File: src/rtl/ex_control_issue.sv
// Execute-stage control issue: decodes an opcode into a one-hot ALU control word and presents it
// to EX, holding multi-cycle MUL/DIV/MOD words for their full latency before marking them valid.
module ex_control_issue #(
  parameter int unsigned MUL_LAT = 2,
  parameter int unsigned DIV_LAT = 4
) (
  input  logic        clk,
  input  logic        reset,
  input  logic        id_valid,
  input  logic [4:0]  id_opcode,
  input  logic [3:0]  id_rd,
  output logic        id_ready,
  input  logic        flush,
  input  logic        ex_ready,
  output logic        ex_valid,
  output logic [21:9] ALU_Signals,
  output logic [3:0]  ex_rd,
  output logic        illegal_op
);

  localparam int unsigned MaxLat = (MUL_LAT > DIV_LAT) ? MUL_LAT : DIV_LAT;
  localparam int unsigned CntW   = $clog2(MaxLat + 1);

  typedef enum logic [1:0] {StIdle, StHold, StIssue} state_e;

  state_e            state_q, state_d;
  logic [CntW-1:0]   cnt_q, cnt_d;
  logic [12:0]       word_q, word_d;
  logic              ex_valid_q, ex_valid_d;
  logic [3:0]        ex_rd_q, ex_rd_d;
  logic              illegal_q, illegal_d;

  logic [12:0]       dec_word;
  logic              dec_illegal;
  logic              dec_multi;
  logic [CntW-1:0]   dec_cnt;
  logic              accept;

  // Opcode decode; word bit 0 corresponds to ALU_Signals[9].
  always_comb begin
    dec_word    = '0;
    dec_illegal = 1'b0;
    dec_multi   = 1'b0;
    dec_cnt     = '0;
    case (id_opcode)
      5'b00000, 5'b01110, 5'b01111: dec_word = 13'h0001;
      5'b00001: dec_word = 13'h0002;
      5'b00010: begin
        dec_word = 13'h0008;
        if (MUL_LAT > 1) begin
          dec_multi = 1'b1;
          dec_cnt   = CntW'(MUL_LAT - 1);
        end
      end
      5'b00011, 5'b00100: begin
        dec_word = (id_opcode == 5'b00011) ? 13'h0010 : 13'h0020;
        if (DIV_LAT > 1) begin
          dec_multi = 1'b1;
          dec_cnt   = CntW'(DIV_LAT - 1);
        end
      end
      5'b00101: dec_word = 13'h0004;
      5'b00110: dec_word = 13'h0400;
      5'b00111: dec_word = 13'h0200;
      5'b01000: dec_word = 13'h0800;
      5'b01001: dec_word = 13'h1000;
      5'b01010: dec_word = 13'h0040;
      5'b01011: dec_word = 13'h0080;
      5'b01100: dec_word = 13'h0100;
      5'b01101, 5'b10000, 5'b10001, 5'b10010, 5'b10011, 5'b10100: dec_word = '0;
      default:  dec_illegal = 1'b1;
    endcase
  end

  assign id_ready = !reset && !flush &&
                    (state_q == StIdle || (state_q == StIssue && ex_ready));
  assign accept   = id_valid && id_ready;

  always_comb begin
    state_d    = state_q;
    cnt_d      = cnt_q;
    word_d     = word_q;
    ex_valid_d = ex_valid_q;
    ex_rd_d    = ex_rd_q;
    illegal_d  = 1'b0;
    if (flush) begin
      state_d    = StIdle;
      cnt_d      = '0;
      word_d     = '0;
      ex_valid_d = 1'b0;
      ex_rd_d    = '0;
    end else if (accept) begin
      word_d    = dec_word;
      ex_rd_d   = id_rd;
      illegal_d = dec_illegal;
      if (dec_multi) begin
        state_d    = StHold;
        cnt_d      = dec_cnt;
        ex_valid_d = 1'b0;
      end else begin
        state_d    = StIssue;
        cnt_d      = '0;
        ex_valid_d = 1'b1;
      end
    end else begin
      case (state_q)
        StHold: begin
          cnt_d = cnt_q - 1'b1;
          if (cnt_q == CntW'(1)) begin
            state_d    = StIssue;
            ex_valid_d = 1'b1;
          end
        end
        StIssue: begin
          if (ex_ready) begin
            state_d    = StIdle;
            word_d     = '0;
            ex_valid_d = 1'b0;
            ex_rd_d    = '0;
          end
        end
        default: ;
      endcase
    end
  end

  always_ff @(posedge clk) begin
    if (reset) begin
      state_q    <= StIdle;
      cnt_q      <= '0;
      word_q     <= '0;
      ex_valid_q <= 1'b0;
      ex_rd_q    <= '0;
      illegal_q  <= 1'b0;
    end else begin
      state_q    <= state_d;
      cnt_q      <= cnt_d;
      word_q     <= word_d;
      ex_valid_q <= ex_valid_d;
      ex_rd_q    <= ex_rd_d;
      illegal_q  <= illegal_d;
    end
  end

  assign ex_valid    = ex_valid_q;
  assign ALU_Signals = word_q;
  assign ex_rd       = ex_rd_q;
  assign illegal_op  = illegal_q;

endmodule
File: config.mk
export PLATFORM = sky130hd
export DESIGN_NAME = ex_control_issue
export DESIGN_NICKNAME = d
export VERILOG_FILES = /design/src/rtl/ex_control_issue.sv
export SDC_FILE = /design/constraint.sdc
export NUM_CORES = 1
export LEC_CHECK = 0
export CORE_UTILIZATION = 44
export DETAILED_ROUTE_END_ITERATION = 12
export PLACE_DENSITY = 0.8
export SLEW_MARGIN = 20
export SYNTH_ARGS = -nofsm -noshare
export SYNTH_HDL_FRONTEND = slang
export SYNTH_SLANG_ARGS = --single-unit
File: constraint.sdc
create_clock -name clk -period 2.48 [get_ports clk]
set_clock_uncertainty 0.1 [all_clocks]
set_input_delay 0.372 -clock clk [delete_from_list [all_inputs] [get_ports clk]]
set_output_delay 0.372 -clock clk [all_outputs]
set_load 0.02 [all_outputs]
==> metrics.csv <==
stage,metric,value,unit
synthesis,seq_area_frac_synth,46.5,%
min_path,min_path_type,flop to flop,
sta,period_needed,2.34,ns
pwr,ir_drop,0.307,mV
worst_setup_path,critPathLaunch,flush,
clock_network,clkLatencyLatePin,0.30,ns
floorplan,die_y,49.4,µm
sta,setup_viol,0,
grt,track_usage,20.2,%
detailed_routing,routed_via_density,5.37,
layout,layout.nets,149,
worst_setup_path,endpoint_kind,primary output,
sta,timing.fmax,427,MHz
synthesis,synth.most_common_cell,dfxtp_1,
synthesis,synth_fa_ha_area_share,2.53,%
layout,regArea,460,µm²
clock_network,cts_sinks,23,
synthesis,synth-xor-area-share,1.77,%
grt,grt_pass1_vias,878,
layout,fin_cells,159,
synthesis,ys_ff_latch,23,
sta,worst_slew_pin_slew,0.392,ns
worst_setup_path,critPathMostFrequentCell,clkdlybuf4s50_1,
detailed_routing,drt.antenna.violating_nets,0,
sta,slew-limit-headroom,73.7,%
detailed_routing,remaining_drc_errors,0,
placement,dp_cells,155,
worst_setup_path,cpPeakStageDelay,0.64,ns
synthesis,syn_area,990,µm²
detailed_routing,vias,854,
synthesis,synth.area.mux_share,1.01,%
clock_network,clkSlewWorstSetupHoldPaths,0.12,ns
worst_setup_path,path_class,primary input to primary output,
detailed_routing,drt-initial-drc-count,14,
worst_setup_path,timing.rr.start,state_q[1],
pwr,power_per_cell_area,463,nW/µm²
sta,grt_setup_unrepaired,false,
detailed_routing,drt-pass1-iter-count,4,
layout,multiInputGateArea,484,µm²
sta,timing.final.crit_share,94.4,%
sta,setup_tns,0,ns
floorplan,initial_core_util,48.5,%
synthesis,synth_enable_flop_cells,0,
synthesis,synth.avg_cell_area,10.2,µm²
min_path,whs_path_depth,2,
floorplan,row_count,16,
worst_setup_path,slowest_stage,clkdlybuf4s50_1,
clock_network,htreeDepth,1,
placement,gp_congestion,0.779,
placement,io_buffers,33,
grt,grt_max_degree,16,
grt,grt_pass1_wl,3810,µm
synthesis,yosysWarnings,0,
synthesis,synth_top_family_by_area,compound AO/OA/AOI/OAI gates,
sta,hold_viol_final,0,
floorplan,fp.dieW,49.4,µm
clock_network,ctsHoldBuffers,0,
floorplan,io_pins,34,
clock_network,cts_max_path_buffers,2,
placement,pre_cts_ws,0.151,ns
synthesis,synthArstFlopShare,0,%
sta,worst_slack,0.138,ns
clock_network,cts_setup_buffers,0,
synthesis,synth.area.top_cells,"dfxtp_1, a22o_1, o21ai_0",
placement,dp_hpwl,1640,µm
detailed_routing,avgRoutedWirePerCell,13.5,µm
synthesis,yosys.area.top_type,dfxtp_1,
grt,grt_overflow,0,
synthesis,synth-simple-area-share,20.1,%
min_path,min-delay-start,ALU_Signals[9],
synthesis,synth.net_count,113,
layout,area_growth,38.8,%
layout,drive_above_1_share,9.09,%
synthesis,synth_compound_area_share,23.5,%
clock_network,cts-buffers-inserted,3,
worst_setup_path,path_max_fanout,3,
clock_network,cts_tree,done,
layout,fill_cells,183,
worst_setup_path,cp_data_required_time,2.01,ns
clock_network,cts_resized,0,
outcome,outcome,finished clean,
worst_setup_path,reg2reg_depth,4,
clock_network,root_buffer,clkbuf_4,
synthesis,syn_inst,97,
synthesis,synthFlopType,dfxtp_1,
flow_run,max_cap_violations,0,
worst_setup_path,crit_arrival,1.87,ns
sta,slew_viol_final,0,
synthesis,yosysTopAreaCellShare,46.5,%
floorplan,core_area,2040,µm²
grt,antenna_found_initial,0,
worst_setup_path,crit_chain,clkdlybuf4s50_1 -> or2_1 -> nor3_1 -> clkdlybuf4s50_1,
pwr,p_leak,0.000493,µW
floorplan,die_area,2440,µm²
synthesis,synth_top_cells_by_count,"dfxtp_1, a22o_1, nand2_1, nor2_1, o21ai_0",
detailed_routing,drt_wl_total,2150,µm
layout,antenna_cells,0,
worst_setup_path,cp-start-kind,primary input,
synthesis,yosysUniqueCellTypes,31,
-- flip-flops by register name (all words and copies together), names as in the netlist --
| signal | count |
|---|---|
| ALU_Signals | 13 |
| ex_rd | 4 |
| cnt_q | 3 |
| state_q | 2 |
| illegal_op | 1 |
-- cell usage in the layout (no fill, tap or decap), drive strengths merged, types with 2 or more instances in the layout --
master,count
and3,2
nor2b,3
o21a,3
dfxtp,23
ha,2
a21oi,2
nor3b,2
nor4b,2
clkbuf,3
nor4,2
clkdlybuf4s50,33
nor3,3
inv,2
a22o,15
buf,4
o21ai,6
nand2,6
nor2,6
-- power by group --
part	switching, µW	total (µW)	internal, µW
logic	43.4	88.5	45.2
registers	4.53	379	375
clock network	108	168	60.1
-- per-layer routing --
metal	vias up	routed length [µm]	global-route usage, %
met4	0	14	7.14
met2	28	994	36.3
met1	392	1030	23.8
li1	432	-	-
met5	-	0	0
met3	2	110	3.74
-- worst max-delay path, delay by kind of cell --
family                 cells  cell delay, ns
buffers and inverters      2            1.05
and+or+nand+nor            2            0.45
-- per-stage QoR --
stage | util (%) | hold WS, ns | instance area (µm²) | total power (µW)
floorplan | - | 0.374 | 990 | 431
global placement | 65.9 | 0.338 | 1350 | 473
detailed placement | 65.9 | 0.360 | 1350 | 475
CTS | 67.3 | 0.378 | 1370 | 638
global route | 67.3 | 0.420 | 1370 | 670
finish | 67.3 | 0.369 | 1370 | 635
-- cells by family (layout without fill, tap and decap cells) --
| logic type | count (synthesis) | count (layout) |
|---|---|---|
| fa+ha+maj | 2 | 2 |
| compound gates | 31 | 31 |
| xor+xnor | 2 | 2 |
| simple gates | 30 | 30 |
| buf+inv | 8 | 43 |
| flops | 23 | 23 |
| mux | 1 | 1 |
-- final cells by class --
class	count	area share [%]
multi-input combinational	66	35.2
sequential	23	33.5
timing repair buffer	37	26.2
tap	27	2.46
clock buffer	3	1.64
inverter	2	0.546
clock inverter	1	0.364
-- worst paths after layout --
check / endpoint / slack [ns]
max: id_ready / 0.14
min reg2reg: ALU_Signals[9] / 0.37
max reg2reg: ALU_Signals[12] / 0.64
min: ALU_Signals[9] / 0.37
Power figures use the tool's default switching activity.
==> patch 1, RTL diff (same flow settings) <==
Reset style: asynchronous (`reset`), changed in one clocked block.
--- a/src/rtl/ex_control_issue.sv
+++ b/src/rtl/ex_control_issue.sv
@@ -124,7 +124,7 @@
     end
   end
 
-  always_ff @(posedge clk) begin
+  always_ff @(posedge clk or posedge reset) begin
     if (reset) begin
       state_q    <= StIdle;
       cnt_q      <= '0;
Check against the original RTL: differs if reset is asserted again (counterexample within 4 cycles, from zero or initial values and one cycle with reset high); with reset held inactive, the same outputs for 10 cycles.
==> patch 1 against the original RTL <==
Critical endpoint unchanged; worst setup slack better by 0.25 ns; area after synthesis grew 20%; wire length up 25%; register-to-register slack improved by 0.04 ns; utilization shrank 3.7 points; sequential cell count unchanged; critical path depth grew 1; cell area up 17%.
Power is not compared: it rests on default switching activity, and its combinational part moved more than twofold at a synthesized area within 25%.
==> patch 1: results (changes against the original RTL) <==
- Routability Congestion: 0.885 (+14%)
- Largest net degree at the start of global routing: 18 (+2)
- Seq. pwr: 0.407 mW
- First-pass GRT wire length: 4310 um (+13%)
- Layout cell share with drive strength beyond 1: 13.1% (+4.0 points)
- Reg2Reg Capture Point: illegal_op$_DFF_PP0_
- Setup WS pre-CTS: 0.290 ns (+0.139 ns)
- Worst r2r src: state_q[1]$_DFFE_PP0P_
- FFs w/ async S/R, synth: 100% (+100 points)
- CP max stage delay: 0.43 ns (-0.21 ns)
- Residual DRC: 0 (unchanged)
- WL met2: 1360 um (+37%)
- CP Max Fanout: 4 (+1)
- Max FFs per register: 13 (unchanged)
- Outcome: finished clean
- Peak VDD IR: 0.000399 V
- Nets: 173 (+16%)
- Global-route usage over all layers: 21.6% (+1.3 points)
- Clk_lat worst skew: 0.32 ns (+0.02 ns)
- Met3 routed WL: 93 um (-15%)
- Worst Reg-to-Reg Cells: 6 (+2)
- Placed Area: 1570 um2 (+17%)
- Wirelength, routed: 2690 um (+25%)
- Reg clk slew, reported paths: 0.13 ns
- Delay-heaviest family, CP: flip-flops
- Syn Nets: 133 (+18%)
- Critical path arrival: 1.62 ns (-0.25 ns)
- Setup CP Type: reg2out
- Met2 usage: 38.3% (+2.0 points)
- 1st-iter DRT viols: 12 (-2)
- DP HPWL: 2090 um (+28%)
- R2R Setup Slk: 0.68 ns (+0.04 ns)
- WL/cell: 14.7 um (+9.0%)
- Critical Path End: id_ready
- Yosys cell types: 34 (+9.7%)
- Tot Pwr: 0.860 mW
- Vias in the first global route: 988 (+13%)
- Post-synth top cells: dfrtp_1, nand2_1, inv_1, o21ai_0, a22o_1
- Vias: 1,001 (+17%)
- Fillers: 225 (+23%)
- Sequential share of the synthesized area: 48.5% (+2.0 points)
- Met1 GRT Util: 25.6% (+1.8 points)
- Global Route met3 Usage: 2.82% (-0.91 points)
- Final setup margin: 0.385 ns (+0.247 ns)
- Hold EP: ALU_Signals[11]$_DFFE_PP0P_
- Worst hold slack: 0.395 ns (+0.0256 ns)
- Cells after DPL: 179 (+15%)
- CTS max path bufs: 2 (unchanged)
- Hold Path Origin: ALU_Signals[11]$_DFFE_PP0P_
- Met1 WL: 1190 um (+16%)
- Syn Inst Count: 114 (+18%)
- Slew headroom: 68.1% (-5.6 points)
- Clk root buf: clkbuf_4
- Critical path's slowest cell: dfrtp_1
- Antenna diode count: 0 (unchanged)
- Reg area: 576 um2 (+25%)
- Top post-synthesis cells by area: dfrtp_1, nand2_1, ha_1
[patch 1: worst reg2reg max path, delay by kind of cell, from the launching register on]
| kind | cells | cell delay, ns |
|---|---|---|
| flops | 1 | 0.43 |
| buf+inv | 1 | 0.12 |
| simple gates | 3 | 0.65 |
| fa+ha+maj | 1 | 0.27 |
| compound gates | 1 | 0.18 |
[patch 1: area by class of cell]
cell class | instances | area share, %
clock buffer | 3 | 1.41
clock inverter | 1 | 0.312
inverter | 10 | 2.34
multi-input combinational | 78 | 34.6
sequential | 23 | 35.9
tap | 30 | 2.34
timing repair buffer | 38 | 23.1
[patch 1: cells by family after synthesis]
kind of cell	share of synthesized area (%)
simple gates	20.1
compound gates	20.4
flops	48.5
buf+inv	4.96
fa+ha+maj	5.27
xor+xnor	0.739
[patch 1: timing repair]
action / in CTS / in global routing
endpoints found under the setup margin: 1 / 1
hold buffers: 0 / 0
gates resized for setup: 1 / 1
endpoints found under the hold margin: 0 / 0
==> patch 2, RTL diff (config.mk and constraints unchanged) <==
Without the edit above. Change the parameter `DIV_LAT` from 4 to 8.
--- a/src/rtl/ex_control_issue.sv
+++ b/src/rtl/ex_control_issue.sv
@@ -2,7 +2,7 @@
 // to EX, holding multi-cycle MUL/DIV/MOD words for their full latency before marking them valid.
 module ex_control_issue #(
   parameter int unsigned MUL_LAT = 2,
-  parameter int unsigned DIV_LAT = 4
+  parameter int unsigned DIV_LAT = 8
 ) (
   input  logic        clk,
   input  logic        reset,
Function: changed (a bounded check fails within 10 cycles, from zero or initial values).
==> patch 2 against the original RTL <==
Worst hold slack better by 0.013 ns; cell count is 17% higher; cell area increased by 12%; power is 10% higher; wire length increased by 32%; first-iteration DRC count grew 64%; sequential share of layout area shrank 2.2 points; worst setup slack improved by 0.34 ns; area after synthesis grew 16%; sequential cell count is 1 higher.
==> patch 2: results (changes against the original RTL) <==
- Final clock-cell share: 2.36% (+0.36 points)
- Sequential share of cell area: 31.3% (-2.2 points)
- Peak VDD IR: 0.000431 V (+40%)
- H-tree Lvls: 1 (unchanged)
- Fillers: 222 (+21%)
- Top post-synthesis cells by area: dfxtp_1, a22o_1, o21ai_0
- Tightest Pin Transition: 0.698 ns (+0.306 ns)
- 1st-iter DRT viols: 23 (+9)
- First-pass GRT wire length: 4680 um (+23%)
- Critical path arrival: 1.53 ns (-0.34 ns)
- Yosys cell types: 42 (+35%)
- DP HPWL: 2120 um (+29%)
- Outcome: finished clean
- CP Max Fanout: 2 (-1)
- Setup WS pre-CTS: 0.0758 ns (-0.0751 ns)
- Wirelength, routed: 2820 um (+32%)
- Hold EP: ex_rd[0]$_SDFFE_PP0P_
- Largest net degree at the start of global routing: 19 (+3)
- #MultiIn Comb: 87 (+32%)
- Footprint of the multi-input gates: 603 um2 (+25%)
- Clk sink count: 24 (+4.3%)
- Global-route usage over all layers: 22.8% (+2.6 points)
- Post-synth top cells: dfxtp_1, o21ai_0, a21oi_1
- # clk buffers: 4 (+1)
- Syn Inst Count: 125 (+29%)
- Sequential share of the synthesized area: 42.0% (-4.6 points)
- Non-clock buffer share: 23.6% (-2.6 points)
- Layout cell share with drive strength beyond 1: 7.69% (-1.4 points)
- Worst hold slack: 0.382 ns (+0.0132 ns)
- Routability Congestion: 0.863 (+11%)
- Placed Area: 1500 um2 (+11%)
- Worst Reg-to-Reg Cells: 3 (-1)
-- patch 2: cell types whose count changed in the layout (fill, tap and decap cells not counted), moves of 2 or more --
cell      unedited run  this run
o21ai_0              6         9
a32o_1               0         4
a22o_1              15         6
nor3b_1              2         4
a21oi_1              2         7
nand3_1              0         6
nand2_1              6         2
o211ai_1             0         2
inv_1                2         4
nand2b_1             1         5
-- patch 2: power breakdown --
part,leakage (nW),total [mW],switching (mW),internal (mW)
Sequential,0.194,0.397,0.00562,0.391
Clock,0.0210,0.204,0.115,0.0897
Combinational,0.328,0.100,0.0515,0.0484
-- patch 2: worst max path at each step --
| stage | from | end | slack (ns) | depth (start not counted) |
|---|---|---|---|---|
| final | flush | id_ready | 0.48 | 4 |
| after global routing | flush | id_ready | 0.38 | 4 |
| after CTS | flush | id_ready | 0.08 | 4 |
| after detailed placement | flush | id_ready | 0.08 | 4 |
| after global placement | flush | id_ready | 0.1 | 4 |
| after floorplan | flush | id_ready | 0.71 | 3 |
-- patch 2: cells by family after synthesis --
kind of cell | synth area share (%)
AO/OA/AOI/OAI | 27.9
adder cells (fa/ha/maj) | 2.19
buffers and inverters | 5.36
flip-flops | 42.0
multiplexers | 0.874
AND/OR/NAND/NOR | 21.8
-- patch 2: metal layers --
metal / track usage, % / part of all wire (%) / up-vias
li1: - / - / 534
met1: 26.6 / 43 / 511
met5: 0 / 0 / -
met2: 40.5 / 48 / 38
met4: 5.26 / 1.2 / 0
met3: 6.61 / 7.8 / 4
-- patch 2: critical path, stage by stage --
cell	delay (ns)
clkdlybuf4s50_1	0.41
or2_2	0.32
nor3_1	0.18
dlymetal6s2s_1	0.25
-- patch 2: what timing repair did --
action | 4_1_cts | 5_1_grt
gates resized for setup | 0 | 1
setup endpoints to repair | 0 | 1
endpoints found under the hold margin | 0 | 0
